===== src/rtl/hack_pkg.sv =====
// Shared widths, word/select types and lane state encoding for the 8-way word demux.
package hack_pkg;

    localparam int WORD_W = 16;
    localparam int WAYS   = 8;
    localparam int SEL_W  = 3;

    typedef logic [WORD_W-1:0] word_t;
    typedef logic [SEL_W-1:0]  sel_t;

    typedef enum logic {
        EMPTY = 1'b0,
        FULL  = 1'b1
    } lane_state_t;

endpackage


===== src/rtl/dmux_lane.sv =====
// One output lane of the demux: a single-word hold buffer with an EMPTY/FULL handshake FSM.
module dmux_lane
    import hack_pkg::*;
#(
    parameter int WIDTH = WORD_W
) (
    input  logic             clk,
    input  logic             reset,
    input  logic             wr,
    input  logic [WIDTH-1:0] din,
    input  logic             ack,
    output logic [WIDTH-1:0] dout,
    output logic             valid
);

    lane_state_t state_q;
    lane_state_t state_d;

    // The data word survives an ack; only a write or reset replaces it.
    always_ff @(posedge clk) begin
        if (reset) begin
            state_q <= EMPTY;
            dout    <= '0;
        end else begin
            state_q <= state_d;
            if (wr) begin
                dout <= din;
            end
        end
    end

    // A write in the ack cycle keeps the lane FULL (pass-through refill).
    always_comb begin
        state_d = state_q;
        case (state_q)
            EMPTY:   if (wr)         state_d = FULL;
            FULL:    if (ack && !wr) state_d = EMPTY;
            default: state_d = EMPTY;
        endcase
    end

    assign valid = (state_q == FULL);

endmodule


===== src/rtl/dmux8way16_reg.sv =====
// Registered 8-way 16-bit demux with per-lane hold buffers.
// Define DMUX8_AUTOSEL_EN to target lanes round-robin from an internal pointer instead of sel.
module dmux8way16_reg
    import hack_pkg::*;
#(
    parameter int WIDTH = WORD_W,
    parameter int WAYS  = hack_pkg::WAYS,
    parameter int SEL_W = hack_pkg::SEL_W
) (
    input  logic                        clk,
    input  logic                        reset,
    input  logic [WIDTH-1:0]            in,
    input  logic                        in_valid,
    input  logic [SEL_W-1:0]            sel,
    output logic                        in_ready,
    output logic [SEL_W-1:0]            cur_sel,
    output logic [WAYS-1:0][WIDTH-1:0]  out,
    output logic [WAYS-1:0]             out_valid,
    input  logic [WAYS-1:0]             out_ack
);

    logic            accept;
    logic [WAYS-1:0] wr;

`ifdef DMUX8_AUTOSEL_EN
    logic [SEL_W-1:0] ptr;
    logic             unused_sel;

    assign unused_sel = ^sel;

    // Pointer only moves on an accepted word, so a stalled producer keeps its lane.
    always_ff @(posedge clk) begin
        if (reset) begin
            ptr <= '0;
        end else if (accept) begin
            if (ptr == SEL_W'(WAYS - 1)) begin
                ptr <= '0;
            end else begin
                ptr <= ptr + SEL_W'(1);
            end
        end
    end

    assign cur_sel = ptr;
`else
    assign cur_sel = sel;
`endif

    assign in_ready = !out_valid[cur_sel] || out_ack[cur_sel];
    assign accept   = in_valid && in_ready;

    always_comb begin
        wr = '0;
        if (accept) begin
            wr[cur_sel] = 1'b1;
        end
    end

    for (genvar i = 0; i < WAYS; i++) begin : g_lane
        dmux_lane #(
            .WIDTH(WIDTH)
        ) u_lane (
            .clk   (clk),
            .reset (reset),
            .wr    (wr[i]),
            .din   (in),
            .ack   (out_ack[i]),
            .dout  (out[i]),
            .valid (out_valid[i])
        );
    end

endmodule

===== config.mk =====
export PLATFORM = sky130hd
export DESIGN_NAME = dmux8way16_reg
export DESIGN_NICKNAME = d
export VERILOG_FILES = /design/src/rtl/hack_pkg.sv /design/src/rtl/dmux_lane.sv /design/src/rtl/dmux8way16_reg.sv
export SDC_FILE = /design/constraint.sdc
export NUM_CORES = 1
export LEC_CHECK = 0
export CAP_MARGIN = 30
export CORE_MARGIN = 2
export CORE_UTILIZATION = 31
export DETAILED_ROUTE_END_ITERATION = 12
export HOLD_SLACK_MARGIN = 0.05
export MAX_ROUTING_LAYER = met4
export PLACE_DENSITY = 0.62
export SLEW_MARGIN = 20
export SYNTH_ARGS = -nofsm -noshare
export SYNTH_HDL_FRONTEND = slang
export SYNTH_SLANG_ARGS = --single-unit

===== constraint.sdc =====
create_clock -name clk -period 3.4 [get_ports clk]
set_input_delay 1.02 -clock clk [delete_from_list [all_inputs] [get_ports clk]]
set_output_delay 1.02 -clock clk [all_outputs]
set_load 0.01 [all_outputs]

==> results.cfg <==
[timing]
tightest_slew_ns = 0.7512
timing.fmax_mhz = 301.5
final_hold_viol_count = 0
final.min_clock_period_ns = 3.317
slew_headroom_pct = 49.92
clock_skew_ns = 0.007903
rsz0062_at_grt = false
finalMaxSlewViolations = 0
setup_viol = 0
timing.hold.ws_ns = 0.4574
period_share_pct = 97.55

[global_routing]
antenna_found_initial = 0
grt_pass1_wl_mm = 27.05
grt_max_degree = 72
grt_util_all_layers_pct = 18.14
overflow = 0
grt_pass1_vias = 4738

[logic_synthesis]
ys_seq_area_share_pct = 47.30
netlist_area_um2 = 5756
ys_async_sr_fraction_pct = 0
syn-num-nets = 669
synth-main-ff-cell = dfxtp_1
yosysUniqueCellTypes = 31
syn_inst = 639
synth_seq_cells = 136
synth_area_leaders = dfxtp_1, mux2i_1, nor2_1, nand2_1, o311ai_0
yosysWarnings = 0
avgSynthCellArea_um2 = 9.007
synth_edf_count = 0
synth_top_area_share_pct = 47.30
yosysTopAreaCell = dfxtp_1

[setup_path]
r2r-start = g_lane[0].u_lane.valid
crit_arrival_ns = 2.30
crit_fanout = 5
end_kind = primary output
required_ns = 2.38
startpoint_type = primary input
worstSetupStartpoint = sel[1]
path_class = primary input to primary output

[outcome]
status = completed

[placed_design]
hpwlAfterDp_mm = 11.80
placed_area_um2 = 7679
portBuffers = 169
place.gp.congestion = 0.8139

[routing]
drc = 0
drtPass1Iterations = 5
num_vias = 5032
drt-vias-per-instance = 4.876
wl_per_cell_um = 16.68
drtAntennaViolNets = 0
detail_route.wirelength_mm = 17.21
dr.first_iter.drc_count = 308

[run]
maxCapViolCount = 0

[pwr]
ir_drop_uv = 337.3
leakage_nw = 3.453
power.density_nw_per_um2 = 484.9

[clock_tree]
clk_pin_slew_ns = 0.06
cts_setup_buffers = 0
insertion_delay_ns = 0.42
htree_levels = 4
cts_tree = built
cts.sinks = 136
cts_buffers = 17
cts_root_buf = clkbuf_16
postCtsHoldBufs = 0
clockBufferDepth = 2

[finish]
final_common_cell = clkdlybuf4s50_1
final_area_um2 = 8292
areaGrowthSynthToFinish_pct = 44.07
nNetsFinal = 820
final_cell_mix = clkdlybuf4s50_1, dfxtp_1, nor2_1
drive_gt1_share_pct = 8.468
antenna_cells = 0
fill_cells = 1769

[floorplan]
initial_core_util_pct = 31.82
die_h_um = 140.3
num_io_pins = 170
die_w_um = 140.3
core_area_um2 = 18090
dieArea_um2 = 19670
fp-row-count = 49

[worst_hold_path]
hold_path.class = flip-flop to flip-flop
min_from = g_lane[3].u_lane.dout[7]
## cell families after synthesis
logic type	share of synthesized area (%)
buffers and inverters	6.022
flip-flops	47.30
multiplexers	17.57
AND/OR/NAND/NOR	18.41
AO/OA/AOI/OAI	10.70
## per-layer routing
metal	GRT usage (%)	vias up	wire [um]
met5	-	-	0
met1	23.63	2379	8013
li1	-	2487	-
met3	4.752	16	1070
met2	27.50	150	7906
met4	5.901	0	221
## registers in the layout (all words and copies together) (netlist names)
register,count
g_lane.u_lane.dout,128
g_lane.u_lane.valid,8
## worst max-delay path, stage by stage
cell	delay, ns
dlygate4sd2_1	0.28
buf_4	0.16
nor2b_4	0.11
a21boi_4	0.19
nor2_2	0.06
a221o_1	0.34
buf_2	0.14
## metrics by stage
stage	util (%)	total power, W	setup TNS [ns]	instances	worst slack [ns]
finish	45.85	0.004021	0	1032	0.08327
global route	45.85	0.004169	0	1032	0.01422
CTS	45.80	0.004072	0	1032	0.02595
detailed placement	42.46	0.002149	-0.4964	1000	-0.4964
global placement	42.46	0.002148	-0.4960	1000	-0.4960
floorplan	-	0.001920	0	639	0.2154
## final cells by class
type | count | area, um2 | area share [%]
Clock buffer | 19 | 432.9 | 5.221
Multi-Input combinational cell | 437 | 2696 | 32.52
Inverter | 1 | 3.754 | 0.04527
Tap cell | 229 | 286.5 | 3.456
Sequential cell | 136 | 2723 | 32.84
Timing Repair Buffer | 197 | 1971 | 23.77
Clock inverter | 13 | 178.9 | 2.158
## worst paths after layout
check	endpoint	slack [ns]	cells past startpoint
min reg2reg	g_lane[3].u_lane.dout[7]	0.46	2
max reg2reg	g_lane[6].u_lane.dout[15]	1.46	7
max	in_ready	0.08	7
min	g_lane[3].u_lane.dout[7]	0.46	2
## Yosys cell counts, types with 2 or more instances
library cell  number
buf_4             13
nand4b_1           3
buf_6              4
dfxtp_1          136
buf_2             16
nor2_1           119
o21ai_0            2
clkbuf_1          32
o21a_1             2
a21oi_1           23
a32oi_1           16
nor2b_1            2
nand2b_1           9
nand3_1            2
nand3b_1           2
o311ai_1           8
nand2_1          113
mux2i_1          101
o311ai_0          24
## repair_timing
item | CTS | global route
pin swaps | 3 | 6
gates resized for setup | 9 | 4
endpoints found under the setup margin | 1 | 1
## report_power, final
part / internal [W] / total [W] / switching, W
sequential: 0.00165 / 0.00168 / 0.0000345
clock: 0.00122 / 0.00191 / 0.000688
combinational: 0.000204 / 0.000427 / 0.000223
total: 0.00307 / 0.00402 / 0.000946
Note: power is estimated with default switching activity, not from simulation.
==> variant, RTL diff (same flow settings) <==
Set the package constant `SEL_W` to 2 (it was 3).
--- a/src/rtl/hack_pkg.sv
+++ b/src/rtl/hack_pkg.sv
@@ -3,7 +3,7 @@
 
     localparam int WORD_W = 16;
     localparam int WAYS   = 8;
-    localparam int SEL_W  = 3;
+    localparam int SEL_W  = 2;
 
     typedef logic [WORD_W-1:0] word_t;
     typedef logic [SEL_W-1:0]  sel_t;
Interface: changed (resized cur_sel and sel); port bits go from 170 to 168. The function was not compared with the original's and may differ.
==> variant against the original RTL <==
- combinational power shrank 43%
- register-to-register slack gained 570 ps
- setup slack lost 2.5 ps
- sequential cell count shrank 64
- count of clock-buffer cells in the layout shrank 9
- global-route usage shrank 5.2 points
- routed wire length shrank 57%
- die area shrank 40%
- critical path type unchanged
- sequential power shrank 47%
- area after synthesis shrank 41%
- critical path depth shrank 3
- cell area shrank 46%
- total power shrank 53%
==> variant: results (changes against the original RTL) <==
ratio of cells with drive above 1 in the final layout - 7.66% (was 8.47%)
largest net degree at the start of global routing - 47 (was 72)
multiplexer area fraction after synthesis - 19.5% (was 17.6%)
Rel. slew slack - 58.7% (was 49.9%)
Reg2Reg Setup Slack - 2030 ps (was 1460 ps)
top-count cell post-synth - nand2b_1 (was dfxtp_1)
CP peak stage delay - 460 ps (was 340 ps)
max reg flops - 64 (was 128)
commonest cells in the netlist - nand2b_1, buf_4, dfxtp_1 (was dfxtp_1, nor2_1, nand2_1)
status - finished clean (unchanged)
Synth area leaders - dfxtp_1, mux2i_1, buf_4 (was dfxtp_1, mux2i_1, nor2_1)
Final HPWL DP - 5.24 mm (was 11.8 mm)
Setup WS pre-CTS - -169 ps (was -496 ps)
critical-path cell with the highest stage delay - mux4_2 (was a221o_1)
Reg-to-Reg End - g_lane[0].u_lane.dout[12] (was g_lane[6].u_lane.dout[15])
R2R depth - 4 (was 7)
global-route wire length before repair - 11.3 mm (was 27.0 mm)
Min-Delay Endpoint - g_lane[2].u_lane.dout[2] (was g_lane[3].u_lane.dout[7])
CTS clk-pin slew, worst paths - 80 ps (was 60 ps)
Final nets - 455 (was 820)
global-route usage over all layers - 12.9% (was 18.1%)
Clk Latency, worst-skew pair - 340 ps (was 420 ps)
sequential fraction of the synthesis area - 42.4% (was 47.3%)
starting DRC count in detailed routing - 76 (was 308)
Max IR drop VDD - 178 uV (was 337 uV)
CTS Buf Count - 9 (was 17)
Fill cells - 1,082 (was 1,769)
Cell Area, Placed - 4280 um^2 (was 7680 um^2)
htree depth - 3 (was 4)
routed length per instance - 12.9 um (was 16.7 um)
port bufs - 103 (was 169)
DRT Pass-1 Iters - 4 (was 5)
crit path max fanout - 2 (was 5)
Leak - 1.96 nW (was 3.45 nW)
[variant: cell types whose count changed after synthesis, sizes merged, moves of 37 or more]
cell    delta
mux2i     -37
nand2    -112
buf       +47
nor2     -119
dfxtp     -64
nand2b    +75
[variant: repair_timing]
item                                    CTS  global route
endpoints found under the setup margin    1             1
resized for setup                         1             1
buffers inserted                          0             0
[variant: power breakdown]
group	internal [W]	switching [W]
sequential	0.000871	0.0000152
clock	0.000436	0.000336
combinational	0.000125	0.000120
[variant: per-layer routing]
layer	part of all wire (%)	GRT usage (%)
met5	0	-
met1	45	15.7
met3	6.1	4.00
met4	1.0	3.85
met2	48	20.7
[variant: cells by family after synthesis]
family / count (synthesis)
other cells: 1
mux: 65
flops: 72
compound gates: 4
buf+inv: 89
simple gates: 97
[variant: worst max path at each step]
stage / from / cells past startpoint / slack [ps] / end
final: out_ack[2] / 4 / 80 / in_ready
after global routing: out_ack[3] / 4 / 40 / in_ready
after CTS: out_ack[3] / 4 / 30 / in_ready
after detailed placement: out_ack[3] / 4 / -170 / in_ready
after global placement: out_ack[3] / 4 / -160 / in_ready
after floorplan: sel[0] / 2 / 650 / in_ready
[variant: final cells by class]
| class | instances | area [um^2] | area share, % |
|---|---|---|---|
| flip-flops and latches | 72 | 1440 | 32.0 |
| clock buffers | 10 | 138 | 3.05 |
| well taps | 140 | 175 | 3.88 |
| multi-input cells | 230 | 1560 | 34.6 |
| repair buffers | 113 | 1100 | 24.4 |
| clock inverters | 6 | 92.6 | 2.05 |
[variant: metrics by stage]
| stage | hold WS (ps) | instances |
|---|---|---|
| 6_report | 475 | 571 |
| 3_5_place_dp | 462 | 555 |
| 2_1_floorplan | 455 | 391 |
| 5_1_grt | 496 | 571 |
| 3_3_place_gp | 461 | 555 |
| 4_1_cts | 481 | 571 |
